<file path="src/rtl/alu_seq_if.sv">
// Command channel between a host (or harness) and the multi-byte ALU sequencer.
// The host drives the command; the sequencer returns busy/done and the final carry.
interface alu_seq_if #(
    parameter int AW = 8,
    parameter int LW = 8
);
    logic          start;
    logic [2:0]    cmd_op;
    logic [LW-1:0] cmd_len;
    logic [AW-1:0] cmd_a;
    logic [AW-1:0] cmd_b;
    logic [AW-1:0] cmd_d;
    logic          busy;
    logic          done;
    logic          cy_out;

    modport master (
        output start, cmd_op, cmd_len,
        output cmd_a, cmd_b, cmd_d,
        input  busy, done, cy_out
    );

    modport slave (
        input  start, cmd_op, cmd_len,
        input  cmd_a, cmd_b, cmd_d,
        output busy, done, cy_out
    );
endinterface

</file>
<file path="src/rtl/alu_seq.sv">
// Multi-byte sequencer: walks operand RAM LSB first and drives an 8-bit ALU
// with carry chaining, writing each result byte back to RAM.
module alu_seq #(
    parameter int AW = 8,
    parameter int LW = 8
) (
    input  logic          clk,
    input  logic          rst_n,
    alu_seq_if.slave      cmd,
    output logic [AW-1:0] mem_addr,
    output logic          mem_re,
    input  logic [7:0]    mem_rdata,
    output logic          mem_we,
    output logic [7:0]    mem_wdata,
    output logic [2:0]    alu_op,
    output logic          alu_ce_cy,
    output logic [7:0]    alu_in_a,
    output logic [7:0]    alu_in_r,
    input  logic [7:0]    alu_result,
    input  logic          alu_cy
);

    localparam logic [2:0] OP_CLR = 3'b110;

    typedef enum logic [2:0] {
        IDLE,
        CLRC,
        RDA,
        RDB,
        LATB,
        EXEC,
        DONE
    } state_t;

    state_t        state;
    state_t        state_nx;
    logic [2:0]    op_q;
    logic [LW-1:0] len_q;
    logic [LW-1:0] idx;
    logic [AW-1:0] a_q;
    logic [AW-1:0] b_q;
    logic [AW-1:0] d_q;
    logic [AW-1:0] idx_w;
    logic [7:0]    in_a_q;
    logic [7:0]    in_r_q;
    logic          cy_q;
    logic          last;

    assign idx_w = AW'(idx);
    assign last  = (idx == len_q - LW'(1));

    always_ff @(posedge clk or negedge rst_n) begin
        if (!rst_n) begin
            state  <= IDLE;
            op_q   <= '0;
            len_q  <= '0;
            idx    <= '0;
            a_q    <= '0;
            b_q    <= '0;
            d_q    <= '0;
            in_a_q <= '0;
            in_r_q <= '0;
            cy_q   <= 1'b0;
        end else begin
            state <= state_nx;
            case (state)
                IDLE: begin
                    if (cmd.start && cmd.cmd_len != '0) begin
                        op_q  <= cmd.cmd_op;
                        len_q <= cmd.cmd_len;
                        a_q   <= cmd.cmd_a;
                        b_q   <= cmd.cmd_b;
                        d_q   <= cmd.cmd_d;
                        idx   <= '0;
                    end
                end
                RDB:  in_a_q <= mem_rdata;
                LATB: in_r_q <= mem_rdata;
                EXEC: begin
                    if (!last) idx <= idx + LW'(1);
                end
                DONE: cy_q <= alu_cy;
                default: ;
            endcase
        end
    end

    // The ALU op stays on the captured code from RDA through EXEC so the
    // carry register only moves when alu_ce_cy is asserted.
    always_comb begin
        state_nx  = state;
        mem_addr  = '0;
        mem_re    = 1'b0;
        mem_we    = 1'b0;
        alu_op    = OP_CLR;
        alu_ce_cy = 1'b0;
        case (state)
            IDLE: begin
                if (cmd.start) begin
                    state_nx = (cmd.cmd_len != '0) ? CLRC : DONE;
                end
            end
            CLRC: begin
                alu_ce_cy = 1'b1;
                state_nx  = RDA;
            end
            RDA: begin
                alu_op   = op_q;
                mem_addr = a_q + idx_w;
                mem_re   = 1'b1;
                state_nx = RDB;
            end
            RDB: begin
                alu_op   = op_q;
                mem_addr = b_q + idx_w;
                mem_re   = 1'b1;
                state_nx = LATB;
            end
            LATB: begin
                alu_op   = op_q;
                state_nx = EXEC;
            end
            EXEC: begin
                alu_op    = op_q;
                alu_ce_cy = 1'b1;
                mem_addr  = d_q + idx_w;
                mem_we    = 1'b1;
                state_nx  = last ? DONE : RDA;
            end
            DONE:    state_nx = IDLE;
            default: state_nx = IDLE;
        endcase
    end

    assign mem_wdata  = alu_result;
    assign alu_in_a   = in_a_q;
    assign alu_in_r   = in_r_q;
    assign cmd.busy   = (state != IDLE);
    assign cmd.done   = (state == DONE);
    assign cmd.cy_out = cy_q;

endmodule

</file>
<file path="src/flat_wrapper.sv">
// flat-port wrapper written by rule: the top's interface ports become plain ports
module alu_seq_flat 
#(
    parameter int AW = 8,
    parameter int LW = 8
)
  (clk, rst_n, mem_addr, mem_re, mem_rdata, mem_we, mem_wdata, alu_op, alu_ce_cy, alu_in_a, alu_in_r, alu_result, alu_cy, cmd_start, cmd_cmd_op, cmd_cmd_len, cmd_cmd_a, cmd_cmd_b, cmd_cmd_d, cmd_busy, cmd_done, cmd_cy_out);
  alu_seq_if #(.AW(AW), .LW(LW)) cmd_i ();
  input  logic clk;
  input  logic rst_n;
  output logic [AW-1:0] mem_addr;
  output logic mem_re;
  input  logic [7:0] mem_rdata;
  output logic mem_we;
  output logic [7:0] mem_wdata;
  output logic [2:0] alu_op;
  output logic alu_ce_cy;
  output logic [7:0] alu_in_a;
  output logic [7:0] alu_in_r;
  input  logic [7:0] alu_result;
  input  logic alu_cy;
  input wire logic [$bits(cmd_i.start)-1:0] cmd_start;
  input wire logic [$bits(cmd_i.cmd_op)-1:0] cmd_cmd_op;
  input wire logic [$bits(cmd_i.cmd_len)-1:0] cmd_cmd_len;
  input wire logic [$bits(cmd_i.cmd_a)-1:0] cmd_cmd_a;
  input wire logic [$bits(cmd_i.cmd_b)-1:0] cmd_cmd_b;
  input wire logic [$bits(cmd_i.cmd_d)-1:0] cmd_cmd_d;
  output wire logic [$bits(cmd_i.busy)-1:0] cmd_busy;
  output wire logic [$bits(cmd_i.done)-1:0] cmd_done;
  output wire logic [$bits(cmd_i.cy_out)-1:0] cmd_cy_out;
  assign cmd_i.start = cmd_start;
  assign cmd_i.cmd_op = cmd_cmd_op;
  assign cmd_i.cmd_len = cmd_cmd_len;
  assign cmd_i.cmd_a = cmd_cmd_a;
  assign cmd_i.cmd_b = cmd_cmd_b;
  assign cmd_i.cmd_d = cmd_cmd_d;
  assign cmd_busy = cmd_i.busy;
  assign cmd_done = cmd_i.done;
  assign cmd_cy_out = cmd_i.cy_out;
  alu_seq #(.AW(AW), .LW(LW)) u_core (.clk(clk), .rst_n(rst_n), .cmd(cmd_i), .mem_addr(mem_addr), .mem_re(mem_re), .mem_rdata(mem_rdata), .mem_we(mem_we), .mem_wdata(mem_wdata), .alu_op(alu_op), .alu_ce_cy(alu_ce_cy), .alu_in_a(alu_in_a), .alu_in_r(alu_in_r), .alu_result(alu_result), .alu_cy(alu_cy));
endmodule
</file>
<file path="config.mk">
export PLATFORM = sky130hd
export DESIGN_NAME = alu_seq_flat
export DESIGN_NICKNAME = d
export VERILOG_FILES = /design/src/rtl/alu_seq_if.sv /design/src/rtl/alu_seq.sv /design/src/flat_wrapper.sv
export SDC_FILE = /design/constraint.sdc
export NUM_CORES = 1
export LEC_CHECK = 0
export ABC_AREA = 1
export BUFFER_PORTS_ARGS = -buffer_cell sky130_fd_sc_hd__buf_2
export CAP_MARGIN = 10
export CORE_ASPECT_RATIO = 0.75
export CORE_UTILIZATION = 35
export CTS_BUF_LIST = sky130_fd_sc_hd__clkbuf_16
export DETAILED_ROUTE_END_ITERATION = 8
export SYNTH_ARGS = -nofsm -noshare
export SYNTH_HDL_FRONTEND = slang
export SYNTH_SLANG_ARGS = --single-unit
</file>
<file path="constraint.sdc">
create_clock -name clk -period 3 [get_ports clk]
set_input_delay 0.15 -clock clk [delete_from_list [all_inputs] [get_ports clk]]
set_output_delay 0.15 -clock clk [all_outputs]
set_load 0.005 [all_outputs]
</file>
* Word-level counts from Yosys, hierarchy flattened
Index checks and enable logic that the tools add are counted.
** Operators by class
- Mux-type cells :: 12
- Reductions and logical operators :: 10
- Equality and inequality tests :: 10
- $add $sub $neg :: 5
** Operators by type and width (number)
- $add A8 B8 Y8 :: 3
- $pmux W8 S3 :: 1
- $pmux W3 S6 :: 1
- $mux W8 :: 2
- $pmux W8 S2 :: 1
- $mux W3 :: 4
- $eq A3 B3 Y1 const B :: 3
- $add A8 B1 Y8 const B :: 1
- $eq A8 B8 Y1 :: 1
- $reduce_bool A8 Y1 :: 1
- $sub A8 B1 Y8 const B :: 1
- $eq A3 B2 Y1 const B :: 2
- $ne A2 B2 Y1 const B :: 2
- $reduce_or A2 Y1 :: 2
- $reduce_or A4 Y1 :: 1
- $eq A3 B1 Y1 const B :: 1
- $logic_not A3 Y1 :: 1
- $mux W1 :: 3
- $reduce_and A3 Y1 :: 1
- $reduce_bool A3 Y1 :: 1
- $ne A2 B1 Y1 const B :: 1
- $reduce_and A2 Y1 :: 1
- $reduce_bool A2 Y1 :: 1
- $logic_and A1 B1 Y1 :: 1
** Storage, ports and cells
- Input bits :: 55
- Flip-flop bits (word level) :: 63
- Output and inout port bits :: 41
- Logic and storage cells :: 47

* Logic depth before layout (Yosys ltp)
Gate-level depths: netlist of the first run.
- Word-level depth :: 4
- Gate-level depth with buffers :: 18
- Mapped depth without buffers :: 18

* Worst setup path after synthesis of the first run
Ideal clock, no wire load.
- Path kind :: register -> output
- From :: reg u_core.state[0]
- To :: out mem_addr[6]
- Cell stages (with the launch flop) :: 19
- Slack :: 0.685 ns
- Data arrival time :: 2.165 ns
- Path buffers :: 0
- Data required time :: 2.850 ns
- Path through :: dfrtp_1 > inv_2 > nor2_4 > nand2_4 > inv_4 > nor2_4 > nand2_1 > nand3_1 > ha_1 > inv_1 > fa_1 > inv_1 > nand3_1 > nand2_1 > nand2_1 > nand2_1 > a21oi_1 > o21ai_0 > a21oi_1
** On the way
- Word-level cells in the longest chain between the ends :: 2
- Elaborated cells on any way between the ends :: 4
- Classes of those cells :: 3 x eq/ne; 1 x mux
** Ends and longest elaborated chain
- start: declaration :: RTL line alu_seq.sv:35 : state_t state;
- start signal: assignment :: RTL line alu_seq.sv:65 : state <= state_nx;
- $eq A3 B3 Y1 or $eq A3 B2 Y1 (tied branches) :: RTL line alu_seq.sv:97 : case (state)
- $pmux W8 S3 * :: RTL line alu_seq.sv:97
- end: declaration :: RTL line flat_wrapper.sv:11 : output logic [AW-1:0] mem_addr;
Mark *: on every way between the ends. The rest lies on a longest branch, timed or not.

* Worst setup path after layout of the first run
- From :: reg u_core.state[1]
- To :: out mem_addr[7]
The elaborated chain is that of the path after synthesis.

==> flow_summary.json, run 1 <==
{
  "worstSetupPathType": "register to output port",
  "pwr-share-clk_pct": 25.7,
  "route.detailed.drc": 0,
  "dp_cells": 662,
  "synthMostInstantiatedCell": "sky130_fd_sc_hd__nand2_1",
  "final_setup_violation_count": 0,
  "route.final.wire_length_microns": 8530,
  "worstPathMaxFanout": 11,
  "hp-class": "input pin to async pin",
  "cts_inserted_buffers": 9,
  "yosys.area.top_type": "sky130_fd_sc_hd__dfrtp_1",
  "critical_path.max_stage_delay_ps": 390,
  "comb_power_share_pct": 40.7,
  "critical_path.cell_chain": "buf_4 > nor2_4 > nand2_8 > clkinv_8 > nor2_4 > buf_4 > buf_4 > nand2_1 > nand3_2 > ha_4 > nand2_2 > o21ai_1 > a21oi_1 > nand3b_1 > nand2_1 > nor2_2 > buf_2",
  "hpwl_microns": 6380,
  "postSynthRegisterBits": 63,
  "crit_top_cell": "sky130_fd_sc_hd__buf_4",
  "syn_nets": 533,
  "timing_hold_violations_final": 41,
  "wire_length_of_the_first_global_routing_pass_microns": 14000,
  "crit_required_ps": 2850,
  "groute.usage.overall_pct": 17.1,
  "clkTransAtPathRegs_ps": 60,
  "boundaryPins": 96,
  "syn_to_final_growth_pct": 27.0,
  "fmax_mhz": 351,
  "netlist-cell-type-count": 33,
  "slew_violations": 0,
  "ir_worst_vdd_mv": 0.341,
  "ff2ff_path_depth": 8,
  "groute.layer.met1.usage_pct": 21.9,
  "placed_area_sq_um": 4000,
  "netlist_top_cells_area": "sky130_fd_sc_hd__dfrtp_1 (45%), sky130_fd_sc_hd__nand2_1 (14%), sky130_fd_sc_hd__inv_1 (7.2%)",
  "ctsLongestPathBuffers": 2,
  "fin_skew_ps": 4.52,
  "core_area_sq_um": 9740,
  "seq_power_share_pct": 33.6,
  "power_report.internal_total_mw": 2.66,
  "clock_sink_count": 63,
  "fin_total_pwr_mw": 4.38,
  "dr.first_iter.drc_count": 167,
  "grtUsageMet3_pct": 4.59,
  "synth_warnings": 0,
  "floorplan.die.height_microns": 89.1,
  "number_of_global_route_vias_before_repair": 2958,
  "cp_startpoint_kind": "register",
  "sw_frac_of_total_pct": 39.2,
  "syn_avg_cell_area_sq_um": 7.57,
  "final_design_area_no_fill_sq_um": 4500,
  "antenna_violating_nets_post_route": 0,
  "place.gp.congestion": 0.874,
  "insertedDiodeCount": 0,
  "drive_gt1_share_pct": 26.9,
  "grt_use_met2_pct": 27.8,
  "floorplan.initialDensity_pct": 36.4,
  "sort_of_element_at_the_end_of_the_critical_path": "output port",
  "timing.critical_path.slowest_stage_cell": "sky130_fd_sc_hd__dfrtp_1",
  "post_synth_most_frequent_cells": "sky130_fd_sc_hd__nand2_1 (135), sky130_fd_sc_hd__inv_1 (68), sky130_fd_sc_hd__dfrtp_1 (63)",
  "outcome": "complete, but fails checks",
  "syn_area_sq_um": 3540,
  "timing.final.crit_share_pct": 95.0,
  "layoutNonFillerInstCount": 685,
  "hold_slack_ps": -39.6,
  "die_area_sq_um": 10500,
  "count_of_vias_placed_by_the_detailed_router": 3158,
  "cts_tree": "built",
  "detail_route.wl_per_cell_microns": 12.5,
  "grt_overflow": 0,
  "clock_insertion_delay_worst_skew_ps": 330,
  "vias_per_cell": 4.61,
  "clockRootBuffer": "sky130_fd_sc_hd__clkbuf_16",
  "synth-edff-count": 0,
  "netlist.area_leader.share_pct": 44.5,
  "antenna_found_initial": 0,
  "number_of_iterations_in_the_first_detailed_routing_pass": 4,
  "synth_async_sr_flop_share_pct": 100,
  "pin_count_of_the_biggest_net_entering_global_routing": 43,
  "h_tree_depth": 3,
  "synth.yosys.seq_area_share_pct": 44.5,
  "globalRoute.busiestLayer": "met2",
  "leakagePower_nw": 2.43,
  "synth_ff_type": "sky130_fd_sc_hd__dfrtp_1",
  "failing_checks": "negative hold slack",
  "die_w_microns": 118,
  "slew_headroom_pct": 38.0,
  "post_synth_inst_count": 468,
  "worst_slew_pin_slew_ps": 930,
  "final_period_minus_worst_setup_slack_ps": 2850,
  "io_buffers": 79,
  "cap_violations": 0,
  "power_per_cell_area_nw_per_um2": 974,
  "arrival_ps": 2700,
  "placementRows": 31,
  "total_switching_power_mw": 1.72,
  "final_net_count": 614
}
## kinds of logic after synthesis
family | count (synthesis) | share of synthesized area, %
flip-flops | 63 | 44.5
buffers and inverters | 93 | 11.3
adder cells (fa/ha/maj) | 10 | 3.74
XOR/XNOR | 10 | 2.47
multiplexers | 1 | 0.318
AND/OR/NAND/NOR | 221 | 27.8
AO/OA/AOI/OAI | 70 | 9.93
## registers in the layout, summed over array words and instances, names as in the netlist
signal and count:
u_core.a_q 8, u_core.alu_in_a 8, u_core.alu_in_r 8, u_core.b_q 8, u_core.cmd.cy_out 1, u_core.d_q 8
u_core.idx 8, u_core.len_q 8, u_core.op_q 3, u_core.state 3
## critical path: cells and delay by family (launching register included)
kind                       cells  cell delay, ps
AOI/OAI and AO/OA              2             200
adders and majority gates      1             310
and+or+nand+nor                9             800
buffers and inverters          5             660
DFF                            1             390
## routing by layer
layer	vias to the layer above	wire, microns
li1	1613	-
met1	1451	3990
met2	80	4010
met3	14	380
met4	0	152
met5	-	0
## cells in the final DEF (no fill, tap or decap), types with 2 or more instances in the layout
cell,n
sky130_fd_sc_hd__a21oi_1,20
sky130_fd_sc_hd__a21oi_2,2
sky130_fd_sc_hd__buf_2,79
sky130_fd_sc_hd__buf_4,10
sky130_fd_sc_hd__bufinv_16,2
sky130_fd_sc_hd__clkbuf_16,9
sky130_fd_sc_hd__clkinvlp_4,2
sky130_fd_sc_hd__dfrtp_1,62
sky130_fd_sc_hd__ha_1,4
sky130_fd_sc_hd__ha_2,2
sky130_fd_sc_hd__ha_4,3
sky130_fd_sc_hd__inv_1,66
sky130_fd_sc_hd__inv_2,6
sky130_fd_sc_hd__inv_6,2
sky130_fd_sc_hd__nand2_1,132
sky130_fd_sc_hd__nand2_2,5
sky130_fd_sc_hd__nand2_4,2
sky130_fd_sc_hd__nand3_1,20
sky130_fd_sc_hd__nand3_2,6
sky130_fd_sc_hd__nand3b_1,2
sky130_fd_sc_hd__nor2_1,32
sky130_fd_sc_hd__nor2_2,5
sky130_fd_sc_hd__nor2_4,4
sky130_fd_sc_hd__nor3_1,5
sky130_fd_sc_hd__nor4_1,2
sky130_fd_sc_hd__o21ai_0,44
sky130_fd_sc_hd__o21ai_1,2
sky130_fd_sc_hd__xor2_1,9
## final cells by class
cell class	instances	area, sq um
fill	957	5240
tap	132	165
multi-input combinational	312	1680
inverter	74	293
sequential	63	1580
clock inverter	6	92.6
clock buffer	9	225
timing repair buffer	89	470
## path summary, 6_finish.rpt
kind | startpoint | to | slack [ps]
worst max register to register | u_core.state[1]$_DFFE_PN0P_ | u_core.b_q[6]$_DFFE_PN0P_ | 790
worst min-delay path | rst_n | u_core.len_q[3]$_DFFE_PN0P_ | -40
worst min register to register | u_core.alu_in_r[4]$_DFFE_PN0P_ | u_core.alu_in_r[4]$_DFFE_PN0P_ | 480
max in group asynchronous | rst_n | u_core.d_q[2]$_DFFE_PN0P_ | 2190
min in group clk | alu_cy | u_core.cmd.cy_out$_DFFE_PN0P_ | 50
worst max-delay path | u_core.state[1]$_DFFE_PN0P_ | mem_addr[7] | 150
## power by group through the flow
stage / sequential, mW / clock, mW / combinational (mW)
5_1_grt: 1.52 / 1.19 / 2.04
2_1_floorplan: 1.42 / 0 / 1.10
3_5_place_dp: 1.48 / 0 / 1.62
3_3_place_gp: 1.48 / 0 / 1.56
6_report: 1.47 / 1.13 / 1.79
4_1_cts: 1.47 / 1.15 / 1.65
## what timing repair did
item / 4_1_cts / 5_1_grt
hold endpoints to repair: 0 / 0
hold buffers: 0 / 0
gates resized for setup: 1 / 28
buffers inserted: 3 / 5
pin swaps: 2 / 7
endpoints found under the setup margin: 1 / 5
## through the flow
stage                     setup TNS [ps]  worst slack, ps  util, %
after floorplan                        0              685        -
after global placement                 0              387     41.1
after detailed placement               0              269     41.1
after CTS                              0             11.6     44.6
after global routing               -50.7            -50.7     46.2
final                                  0              149     46.2
(Power assumes the default switching activity.)
==> run 2: changes to the inputs <==
--- a/config.mk
+++ b/config.mk
@@ -6,12 +6,14 @@
 export NUM_CORES = 1
 export LEC_CHECK = 0
 export ABC_AREA = 1
+export ABC_CLOCK_PERIOD_IN_PS = 3000
 export BUFFER_PORTS_ARGS = -buffer_cell sky130_fd_sc_hd__buf_2
 export CAP_MARGIN = 10
 export CORE_ASPECT_RATIO = 0.75
-export CORE_UTILIZATION = 35
+export CORE_UTILIZATION = 25
 export CTS_BUF_LIST = sky130_fd_sc_hd__clkbuf_16
 export DETAILED_ROUTE_END_ITERATION = 8
+export REMOVE_ABC_BUFFERS = 1
 export SYNTH_ARGS = -nofsm -noshare
 export SYNTH_HDL_FRONTEND = slang
 export SYNTH_SLANG_ARGS = --single-unit
==> run 2 against run 1 <==
Non-clock buffer count is 4 higher; power is 2.6% lower; hold slack better by 89 ps; the run now ends clean; clock skew is 1.1 ps lower; critical endpoint is now mem_addr[5]; sequential power hardly changed; register-to-register slack better by 210 ps; first-iteration DRC count is 11% lower; die area is 39% higher; setup slack better by 57 ps.
==> flow_summary.json, run 2 (same netlist as run 1, synthesis figures left out) <==
{
  "crit-reg2reg-capture": "u_core.b_q[4]$_DFFE_PN0P_",
  "timing_hold_violations_final": 0,
  "cts_tree": "built",
  "clockRootBuffer": "sky130_fd_sc_hd__clkbuf_16",
  "timing.reg2reg.setup_slack_ps": 1000,
  "number_of_iterations_in_the_first_detailed_routing_pass": 4,
  "clkTransAtPathRegs_ps": 50,
  "final_design_area_no_fill_sq_um": 4510,
  "cap_violations": 0,
  "boundaryPins": 96,
  "worstPathMaxFanout": 5,
  "antenna_violating_nets_post_route": 0,
  "grt_use_met2_pct": 18.8,
  "place.gp.congestion": 0.814,
  "groute.usage.overall_pct": 12.7,
  "cts_inserted_buffers": 9,
  "insertedDiodeCount": 0,
  "dr.first_iter.drc_count": 149,
  "antenna_found_initial": 0,
  "number_of_global_route_vias_before_repair": 2870,
  "slew_violations": 0,
  "ir_worst_vdd_mv": 0.439,
  "layout_common_cells": "sky130_fd_sc_hd__nand2_1 (134), sky130_fd_sc_hd__buf_2 (79), sky130_fd_sc_hd__inv_1 (67)",
  "grtUsageMet3_pct": 3.99,
  "globalRoute.busiestLayer": "met2",
  "sort_of_element_at_the_end_of_the_critical_path": "output port",
  "die_w_microns": 139,
  "syn_to_final_growth_pct": 27.4,
  "pin_count_of_the_biggest_net_entering_global_routing": 43,
  "setup_slack_ps": 206,
  "core_area_sq_um": 13700,
  "layout.cells.most_common": "sky130_fd_sc_hd__nand2_1",
  "hold_slack_ps": 48.9,
  "clock_sink_count": 63,
  "groute.layer.met1.usage_pct": 17.1,
  "route.detailed.drc": 0,
  "fin_skew_ps": 3.37,
  "count_of_vias_placed_by_the_detailed_router": 3073,
  "final_setup_violation_count": 0,
  "ctsLongestPathBuffers": 2,
  "worstSetupPathType": "register to output port",
  "vias_per_cell": 4.19,
  "crit_required_ps": 2850,
  "hpwl_microns": 6500,
  "ff2ff_path_depth": 7,
  "h_tree_depth": 3,
  "wire_length_of_the_first_global_routing_pass_microns": 14400,
  "placed_area_sq_um": 4080,
  "floorplan.initialDensity_pct": 25.8,
  "route.final.wire_length_microns": 8740,
  "reg2reg_from": "u_core.state[1]$_DFFE_PN0P_",
  "final_net_count": 618,
  "crit_start": "u_core.state[1]$_DFFE_PN0P_",
  "io_buffers": 79,
  "post-route-util_pct": 32.8,
  "leakagePower_nw": 2.45,
  "whs_endpoint": "u_core.cmd.cy_out$_DFFE_PN0P_",
  "clock_insertion_delay_worst_skew_ps": 330,
  "cp_startpoint_kind": "register",
  "final_period_minus_worst_setup_slack_ps": 2790,
  "detail_route.wl_per_cell_microns": 11.9,
  "drive_gt1_share_pct": 25.1,
  "outcome": "completed",
  "die_area_sq_um": 14700,
  "floorplan.die.height_microns": 105,
  "worstHoldPathCells": 2,
  "grt_overflow": 0,
  "worst_slew_pin_slew_ps": 784,
  "hp-class": "input pin to register",
  "timing.final.crit_share_pct": 93.1,
  "slew_headroom_pct": 47.8,
  "fmax_mhz": 358,
  "timing.hold.worst.start": "alu_cy",
  "arrival_ps": 2640,
  "dpl_worst_slack_ps": 295,
  "placementRows": 37,
  "power_per_cell_area_nw_per_um2": 946
}
-- run 2: per-layer routing --
metal / share of wire [%] / vias to the layer above / wire length, microns
met5: 0 / - / 0
met2: 44 / 72 / 3860
met3: 4.2 / 10 / 363
met1: 50 / 1368 / 4400
met4: 1.4 / 0 / 119
li1: - / 1623 / -
-- run 2: critical path, cell delays in order, from the launching register on --
cell,delay [ps]
sky130_fd_sc_hd__dfrtp_2,440
sky130_fd_sc_hd__inv_1,100
sky130_fd_sc_hd__nor2_2,40
sky130_fd_sc_hd__inv_2,70
sky130_fd_sc_hd__nor2_4,60
sky130_fd_sc_hd__buf_4,130
sky130_fd_sc_hd__inv_2,40
sky130_fd_sc_hd__o22ai_1,60
sky130_fd_sc_hd__a21oi_1,240
sky130_fd_sc_hd__inv_1,80
sky130_fd_sc_hd__ha_1,270
sky130_fd_sc_hd__nand3_1,80
sky130_fd_sc_hd__nand2_1,100
sky130_fd_sc_hd__nand2_1,80
sky130_fd_sc_hd__nand2_1,50
sky130_fd_sc_hd__a21oi_1,150
sky130_fd_sc_hd__xor2_1,160
sky130_fd_sc_hd__nor2_1,50
sky130_fd_sc_hd__buf_2,120
-- run 2: worst max-delay path by stage --
stage / end / slack, ps / cells after the start
3_5_place_dp: mem_addr[6] / 290 / 19
3_3_place_gp: mem_addr[6] / 330 / 19
2_1_floorplan: mem_addr[6] / 650 / 18
4_1_cts: mem_addr[6] / 30 / 19
5_1_grt: mem_addr[6] / -10 / 19
6_report: mem_addr[5] / 210 / 18
-- run 2: report_power, final --
part           switching (mW)  internal, mW
clock network           0.396         0.729
registers               0.257          1.22
logic                   0.977         0.695
-- run 2: cell type report --
cell class | instances | area (sq um)
fillers | 1460 | 9240
multi-input cells | 312 | 1600
flip-flops and latches | 63 | 1580
repair buffers | 93 | 515
inverters | 74 | 280
clock buffers | 9 | 225
well taps | 175 | 219
clock inverters | 7 | 96.3
-- run 2: per-stage QoR --
| step | total power, mW | setup TNS (ps) | cells |
|---|---|---|---|
| floorplan | 2.49 | 0 | 449 |
| global placement | 3.06 | 0 | 707 |
| detailed placement | 3.09 | 0 | 707 |
| CTS | 4.26 | 0 | 726 |
| global route | 4.65 | -9.96 | 733 |
| finish | 4.27 | 0 | 733 |
-- run 2: timing repair --
| action | in CTS | in global routing |
|---|---|---|
| resized for setup | 0 | 9 |
| pin swaps | 1 | 3 |
| hold buffers | 1 | 0 |
| endpoints found under the setup margin | 1 | 4 |
| hold endpoints to repair | 33 | 0 |
| setup buffers | 2 | 7 |
